File: src/rtl/router_pkg.sv
// Shared types and constants for the router output-side scheduler.
// Also provides the round-robin pointer advance helper.
package router_pkg;

  typedef enum logic [1:0] {
    IDLE   = 2'd0,
    HEADER = 2'd1,
    BODY   = 2'd2
  } state_t;

  localparam int NUM_CH  = 3;
  localparam int LEN_MSB = 7;
  localparam int LEN_LSB = 2;
  localparam int ADDR_W  = 2;

  localparam logic [1:0] GRANT_NONE = 2'd3;

  // Remaining-byte counter must hold the largest length plus one (the parity byte).
  localparam int REM_W = LEN_MSB - LEN_LSB + 2;

  // Next channel after ch, wrapping 2 -> 0.
  function automatic logic [1:0] nextCh(input logic [1:0] ch);
    return (ch >= 2'd2) ? 2'd0 : ch + 2'd1;
  endfunction

endpackage

File: src/rtl/router_rr_pick.sv
// Rotating priority encoder: returns the first requesting channel
// searching ptr, ptr+1, ptr+2 (mod 3).
module router_rr_pick
  import router_pkg::*;
(
  input  logic [NUM_CH-1:0] i_req,
  input  logic [1:0]        i_ptr,
  output logic              o_any,
  output logic [1:0]        o_idx
);

  // Search order is rotated so the channel at ptr has the highest priority.
  always_comb begin
    o_any = |i_req;
    o_idx = 2'd0;
    case (i_ptr)
      2'd1: begin
        if (i_req[1])      o_idx = 2'd1;
        else if (i_req[2]) o_idx = 2'd2;
        else if (i_req[0]) o_idx = 2'd0;
      end
      2'd2: begin
        if (i_req[2])      o_idx = 2'd2;
        else if (i_req[0]) o_idx = 2'd0;
        else if (i_req[1]) o_idx = 2'd1;
      end
      default: begin
        if (i_req[0])      o_idx = 2'd0;
        else if (i_req[1]) o_idx = 2'd1;
        else if (i_req[2]) o_idx = 2'd2;
      end
    endcase
  end

endmodule

File: src/rtl/router_out_arbiter.sv
// Output-side scheduler for the 1x3 router. Grants one FIFO at a time,
// round-robin per packet, pops header/payload/parity to the downstream port,
// and soft-resets a channel whose downstream stalls for TIMEOUT cycles.
// Optional macro ROUTER_PARITY_CHECK_EN builds the running-XOR parity checker.
module router_out_arbiter
  import router_pkg::*;
#(
  parameter int DATA_W  = 8,
  parameter int TIMEOUT = 30,
  parameter int CNT_W   = 8
) (
  input  logic              clock,
  input  logic              reset,
  input  logic [2:0]        vld_out,
  input  logic [DATA_W-1:0] fifo_dout_0,
  input  logic [DATA_W-1:0] fifo_dout_1,
  input  logic [DATA_W-1:0] fifo_dout_2,
  input  logic              out_ready,
  output logic [2:0]        read_enb,
  output logic [DATA_W-1:0] dout,
  output logic              dout_valid,
  output logic [1:0]        grant,
  output logic              pkt_done,
  output logic [2:0]        soft_reset,
  output logic              busy,
  output logic              parity_err
);

  state_t            r_state;
  logic [1:0]        r_ptr;
  logic [1:0]        r_g;
  logic [REM_W-1:0]  r_rem;
  logic [CNT_W-1:0]  r_cnt;
  logic [2:0]        r_softReset;

  logic              w_pickAny;
  logic [1:0]        w_pickIdx;
  logic              w_gVld;
  logic [DATA_W-1:0] w_head;
  logic              w_active;
  logic              w_pop;
  logic              w_stall;
  logic              w_parityPop;
  logic              w_timeout;

  router_rr_pick uPick (
    .i_req (vld_out),
    .i_ptr (r_ptr),
    .o_any (w_pickAny),
    .o_idx (w_pickIdx)
  );

  // Select the granted FIFO's status and head word, then derive pop/stall strobes.
  always_comb begin
    w_gVld = 1'b0;
    w_head = '0;
    case (r_g)
      2'd0:    begin w_gVld = vld_out[0]; w_head = fifo_dout_0; end
      2'd1:    begin w_gVld = vld_out[1]; w_head = fifo_dout_1; end
      2'd2:    begin w_gVld = vld_out[2]; w_head = fifo_dout_2; end
      default: begin w_gVld = 1'b0;       w_head = '0;          end
    endcase
    w_active    = (r_state != IDLE);
    w_pop       = w_active && w_gVld && out_ready;
    w_stall     = w_active && w_gVld && !out_ready;
    w_parityPop = w_pop && (r_state == BODY) && (r_rem == REM_W'(1));
    w_timeout   = w_stall && (r_cnt == CNT_W'(TIMEOUT - 1));
  end

  // Downstream-facing outputs; everything idles at zero except grant.
  always_comb begin
    read_enb   = w_pop ? (3'b001 << r_g) : 3'b000;
    dout       = w_pop ? w_head : '0;
    dout_valid = w_pop;
    grant      = w_active ? r_g : GRANT_NONE;
    pkt_done   = w_parityPop;
    busy       = w_active;
    soft_reset = r_softReset;
  end

  // Packet FSM with stall counter; a timeout abandons the packet and passes the turn on.
  always_ff @(posedge clock) begin
    if (reset) begin
      r_state     <= IDLE;
      r_ptr       <= 2'd0;
      r_g         <= 2'd0;
      r_rem       <= '0;
      r_cnt       <= '0;
      r_softReset <= 3'b000;
    end else begin
      r_softReset <= 3'b000;
      case (r_state)
        IDLE: begin
          if (w_pickAny) begin
            r_g     <= w_pickIdx;
            r_cnt   <= '0;
            r_state <= HEADER;
          end
        end
        HEADER: begin
          if (w_pop) begin
            r_rem   <= REM_W'(w_head[LEN_MSB:LEN_LSB]) + REM_W'(1);
            r_cnt   <= '0;
            r_state <= BODY;
          end
        end
        BODY: begin
          if (w_pop) begin
            r_rem <= r_rem - REM_W'(1);
            r_cnt <= '0;
            if (r_rem == REM_W'(1)) begin
              r_ptr   <= nextCh(r_g);
              r_state <= IDLE;
            end
          end
        end
        default: r_state <= IDLE;
      endcase
      if (w_timeout) begin
        r_softReset <= 3'b001 << r_g;
        r_ptr       <= nextCh(r_g);
        r_state     <= IDLE;
      end else if (w_stall) begin
        r_cnt <= r_cnt + CNT_W'(1);
      end
    end
  end

`ifdef ROUTER_PARITY_CHECK_EN
  logic [DATA_W-1:0] r_xor;

  // Running XOR of header and payload, restarted whenever a new grant is issued.
  always_ff @(posedge clock) begin
    if (reset) begin
      r_xor <= '0;
    end else if ((r_state == IDLE) && w_pickAny) begin
      r_xor <= '0;
    end else if (w_pop && !w_parityPop) begin
      r_xor <= r_xor ^ w_head;
    end
  end

  assign parity_err = w_parityPop && (r_xor != w_head);
`else
  assign parity_err = 1'b0;
`endif

endmodule
File: config.mk
export PLATFORM = sky130hd
export DESIGN_NAME = router_out_arbiter
export DESIGN_NICKNAME = d
export VERILOG_FILES = /design/src/rtl/router_pkg.sv /design/src/rtl/router_rr_pick.sv /design/src/rtl/router_out_arbiter.sv
export SDC_FILE = /design/constraint.sdc
export NUM_CORES = 1
export LEC_CHECK = 0
export BUFFER_PORTS_ARGS = -buffer_cell sky130_fd_sc_hd__buf_2
export CAP_MARGIN = 20
export CORE_MARGIN = 2
export CORE_UTILIZATION = 45
export CTS_CLUSTER_DIAMETER = 40
export DETAILED_ROUTE_END_ITERATION = 10
export GPL_ROUTABILITY_DRIVEN = 0
export HOLD_SLACK_MARGIN = 0.02
export PLACE_DENSITY_LB_ADDON = 0.1
export SYNTH_ARGS = -nofsm -noshare
export SYNTH_HDL_FRONTEND = slang
export SYNTH_SLANG_ARGS = --single-unit
export TNS_END_PERCENT = 10
File: constraint.sdc
create_clock -name clock -period 2.3 [get_ports clock]
set_clock_uncertainty 0.05 [all_clocks]
set_input_delay 0.23 -clock clock [delete_from_list [all_inputs] [get_ports clock]]
set_output_delay 0.23 -clock clock [all_outputs]
set_load 0.05 [all_outputs]
==> results.cfg <==
[clock_network]
cts_max_path_buffers = 2
h-tree-depth = 1
cts_buffers = 3
cts.sinks = 24
clk_latency_ns = 0.28
clk_pin_slew_ns = 0.09
root_buffer = clkbuf_8
cts_tree = yes
postCtsHoldBufs = 0

[floorplan]
dieArea_um2 = 4777
die_h_um = 69.12
initial_utilization_pct = 47.36
coreArea_um2 = 4029
dieWidth_um = 69.12
rows = 23
boundaryPins = 50

[route]
avgViaCountPerCell = 5.659
drt_first_pass_iters = 4
detail-route-antenna-nets = 0
drt_iter0_drc = 189
drc = 0
routedWlPerCell_um = 14.69
routed_wl_um = 5422
route.vias.total = 2088

[logic_synthesis]
synth_compound_area_share_pct = 23.61
ys_warn_count = 0
syn_inst = 251
synth_seq_cells = 24
syn_avg_cell_area_um2 = 7.602
syn-num-nets = 292
synth_top_family_by_area = simple AND/OR/NAND/NOR gates
syn_area_um2 = 1908
synth-main-ff-cell = dfxtp_1
synthAdderAreaFrac_pct = 7.213
async_reset_ff_share_pct = 0
synth_edf_count = 0
synth_xor_area_share_pct = 1.836
muxShareOfSynthArea_pct = 8.000
yosys.area_share.simple_pct = 26.43
yosysUniqueCellTypes = 57
ys_seq_area_share_pct = 25.18

[flow_run]
maxCapViolCount = 0

[critical_path]
cp-end-kind = output pin
startpoint_type = register
cp_num_buf_inv = 4
critical-path-slowest-cell = dfxtp_2
crit_chain = inv_2 > ha_4 > or2_4 > or2_4 > inv_8 > nor2_4 > buf_6 > nor2_2 > buf_6
cp_max_fo = 8
critPathKind = register to output pin
cp_top_family = simple AND/OR/NAND/NOR gates
required_ns = 2.02
cpPeakStageDelay_ns = 0.37
cp.arrival_ns = 1.96

[sta]
rsz0062_at_grt = yes
finalHoldViolations = 0
tightest_slew_ns = 0.6462
finalCritPeriodShare_pct = 97.56
fin_ws_ns = 0.05616
final.min_clock_period_ns = 2.244
max_freq_mhz = 445.7
setup_viol = 0
drv_slew = 0
slew_headroom_pct = 55.81

[grt]
grt_max_degree = 18
grt_pass1_wl_um = 8949
antenna_found_initial = 0
grt_pass1_vias = 1913
grt_use_total_pct = 22.45
overflow = 0

[min_path]
min_path_type = primary input to register

[cells_and_area]
nets = 361
stdcell_count = 369
syn2layout_area_growth_pct = 33.90
final_area_um2 = 2555
drive_above_1_share_pct = 33.86
diodes = 0

[pwr]
p_leak_uw = 0.001067
power_uw = 2113
peakVddDrop_uv = 407.0
power.density_nw_per_um2 = 827.1

[placed_design]
dp_cells = 357
place_area_um2 = 2374
post-place-ws_ns = 0.1472
hpwl_um = 3903
port_buffers = 48

[status]
outcome = finished clean
==> Yosys cell counts, types with 2 or more instances <==
| library cell | instances | share of area (%) |
|---|---|---|
| a211oi_1 | 4 | 1.6 |
| a21boi_0 | 3 | 1.2 |
| a21oi_1 | 14 | 3.7 |
| a221oi_1 | 2 | 0.92 |
| a2bb2oi_1 | 6 | 2.8 |
| a31oi_1 | 3 | 0.98 |
| a32oi_1 | 2 | 0.92 |
| and2_1 | 4 | 1.3 |
| buf_2 | 3 | 0.79 |
| buf_4 | 2 | 0.79 |
| clkbuf_1 | 6 | 1.2 |
| dfxtp_1 | 24 | 25 |
| ha_1 | 11 | 7.2 |
| inv_1 | 19 | 3.7 |
| mux2_2 | 2 | 1.2 |
| mux2i_1 | 13 | 6.8 |
| nand2_1 | 15 | 3.0 |
| nand2b_1 | 5 | 1.6 |
| nand3_1 | 17 | 4.5 |
| nor2_1 | 25 | 4.9 |
| nor2b_1 | 5 | 1.6 |
| nor3_1 | 9 | 2.4 |
| nor4_1 | 4 | 1.3 |
| o211ai_1 | 2 | 0.79 |
| o21ai_0 | 10 | 2.6 |
| o22ai_1 | 3 | 0.98 |
| o31ai_1 | 2 | 0.79 |
| or3_1 | 3 | 0.98 |
| or4_1 | 3 | 1.2 |
| xor2_1 | 3 | 1.4 |
==> flip-flops by register name, indices dropped and copies added, names as in the netlist <==
register and cells:
r_state 2, r_g 2, r_ptr 2, soft_reset 3, r_cnt 8, r_rem 7
==> final timing paths <==
check | startpoint | endpoint | slack [ns] | depth (start not counted)
worst min register to register | r_state[1] | r_state[1] | 0.44 | 2
worst min-delay path | vld_out[1] | r_g[0] | 0.25 | 3
worst max register to register | r_state[1] | r_rem[0] | 0.06 | 9
worst max-delay path | r_state[1] | dout[4] | 0.06 | 9
==> repair_timing <==
action                     in CTS  in global routing
buffers inserted                2                  6
gates resized for setup        14                  8
setup endpoints to repair       9                 10
pin swaps                       1                  4
==> worst reg2reg max path, stage by stage, from the launching register on <==
cell	delay (ns)
dfxtp_2	0.37
inv_2	0.06
ha_4	0.17
or2_4	0.23
or2_4	0.29
inv_8	0.07
nor2_4	0.05
a2111oi_0	0.59
buf_4	0.21
nor3_1	0.04
==> through the flow <==
stage	utilization (%)	hold WS (ns)	setup TNS, ns
2_1_floorplan	-	0.3536	-0.02959
3_3_place_gp	58.91	0.4326	0
3_5_place_dp	58.91	0.4340	0
4_1_cts	61.71	0.2370	0
5_1_grt	63.42	0.2775	-0.05559
6_report	63.42	0.2513	0
==> placed cells by master (no fill, tap or decap), types with 3 or more instances in the layout <==
cell type / count
buf_2: 39
buf_4: 28
nor3_1: 9
a2bb2oi_1: 6
nand2b_1: 5
or4_1: 3
o22ai_1: 3
nor4_1: 4
xor2_1: 3
a21boi_0: 3
a31oi_1: 3
clkbuf_8: 4
nand3_1: 17
dfxtp_2: 3
nor2b_1: 5
mux2i_1: 13
and2_1: 3
nor2_2: 6
inv_1: 16
nor2_1: 17
or3_1: 3
a21oi_1: 14
a211oi_1: 4
nand2_1: 15
buf_6: 7
ha_1: 10
o21ai_0: 10
dfxtp_1: 20
==> cells by family after synthesis <==
logic type                 after synthesis
xor gates and xnor gates                 4
and+or+nand+nor                         99
DFF                                     24
adders and majority gates               11
muxes                                   15
AOI/OAI and AO/OA                       64
buffers and inverters                   33
other                                    1
==> per-layer routing <==
metal  share of wire [%]  vias up  track usage, %
li1                    -     1048               -
met1                  46      946           30.41
met2                  45       87           36.11
met3                 7.6        7           4.825
met4                 1.0        0           5.882
met5                   0        -               0
==> cell type report <==
| class | instances | area [µm²] |
|---|---|---|
| fill | 374 | 1474 |
| multi-input combinational | 194 | 1336 |
| timing repair buffer | 77 | 526.8 |
| sequential | 24 | 488.0 |
| inverter | 20 | 86.33 |
| tap | 50 | 62.56 |
| clock buffer | 4 | 55.05 |
==> power breakdown <==
part	switching [µW]	internal, µW	leakage, µW
clock network	146	153	0.0000288
logic	798	519	0.000842
registers	39.2	457	0.000196
Note: power is estimated with default switching activity, not from simulation.
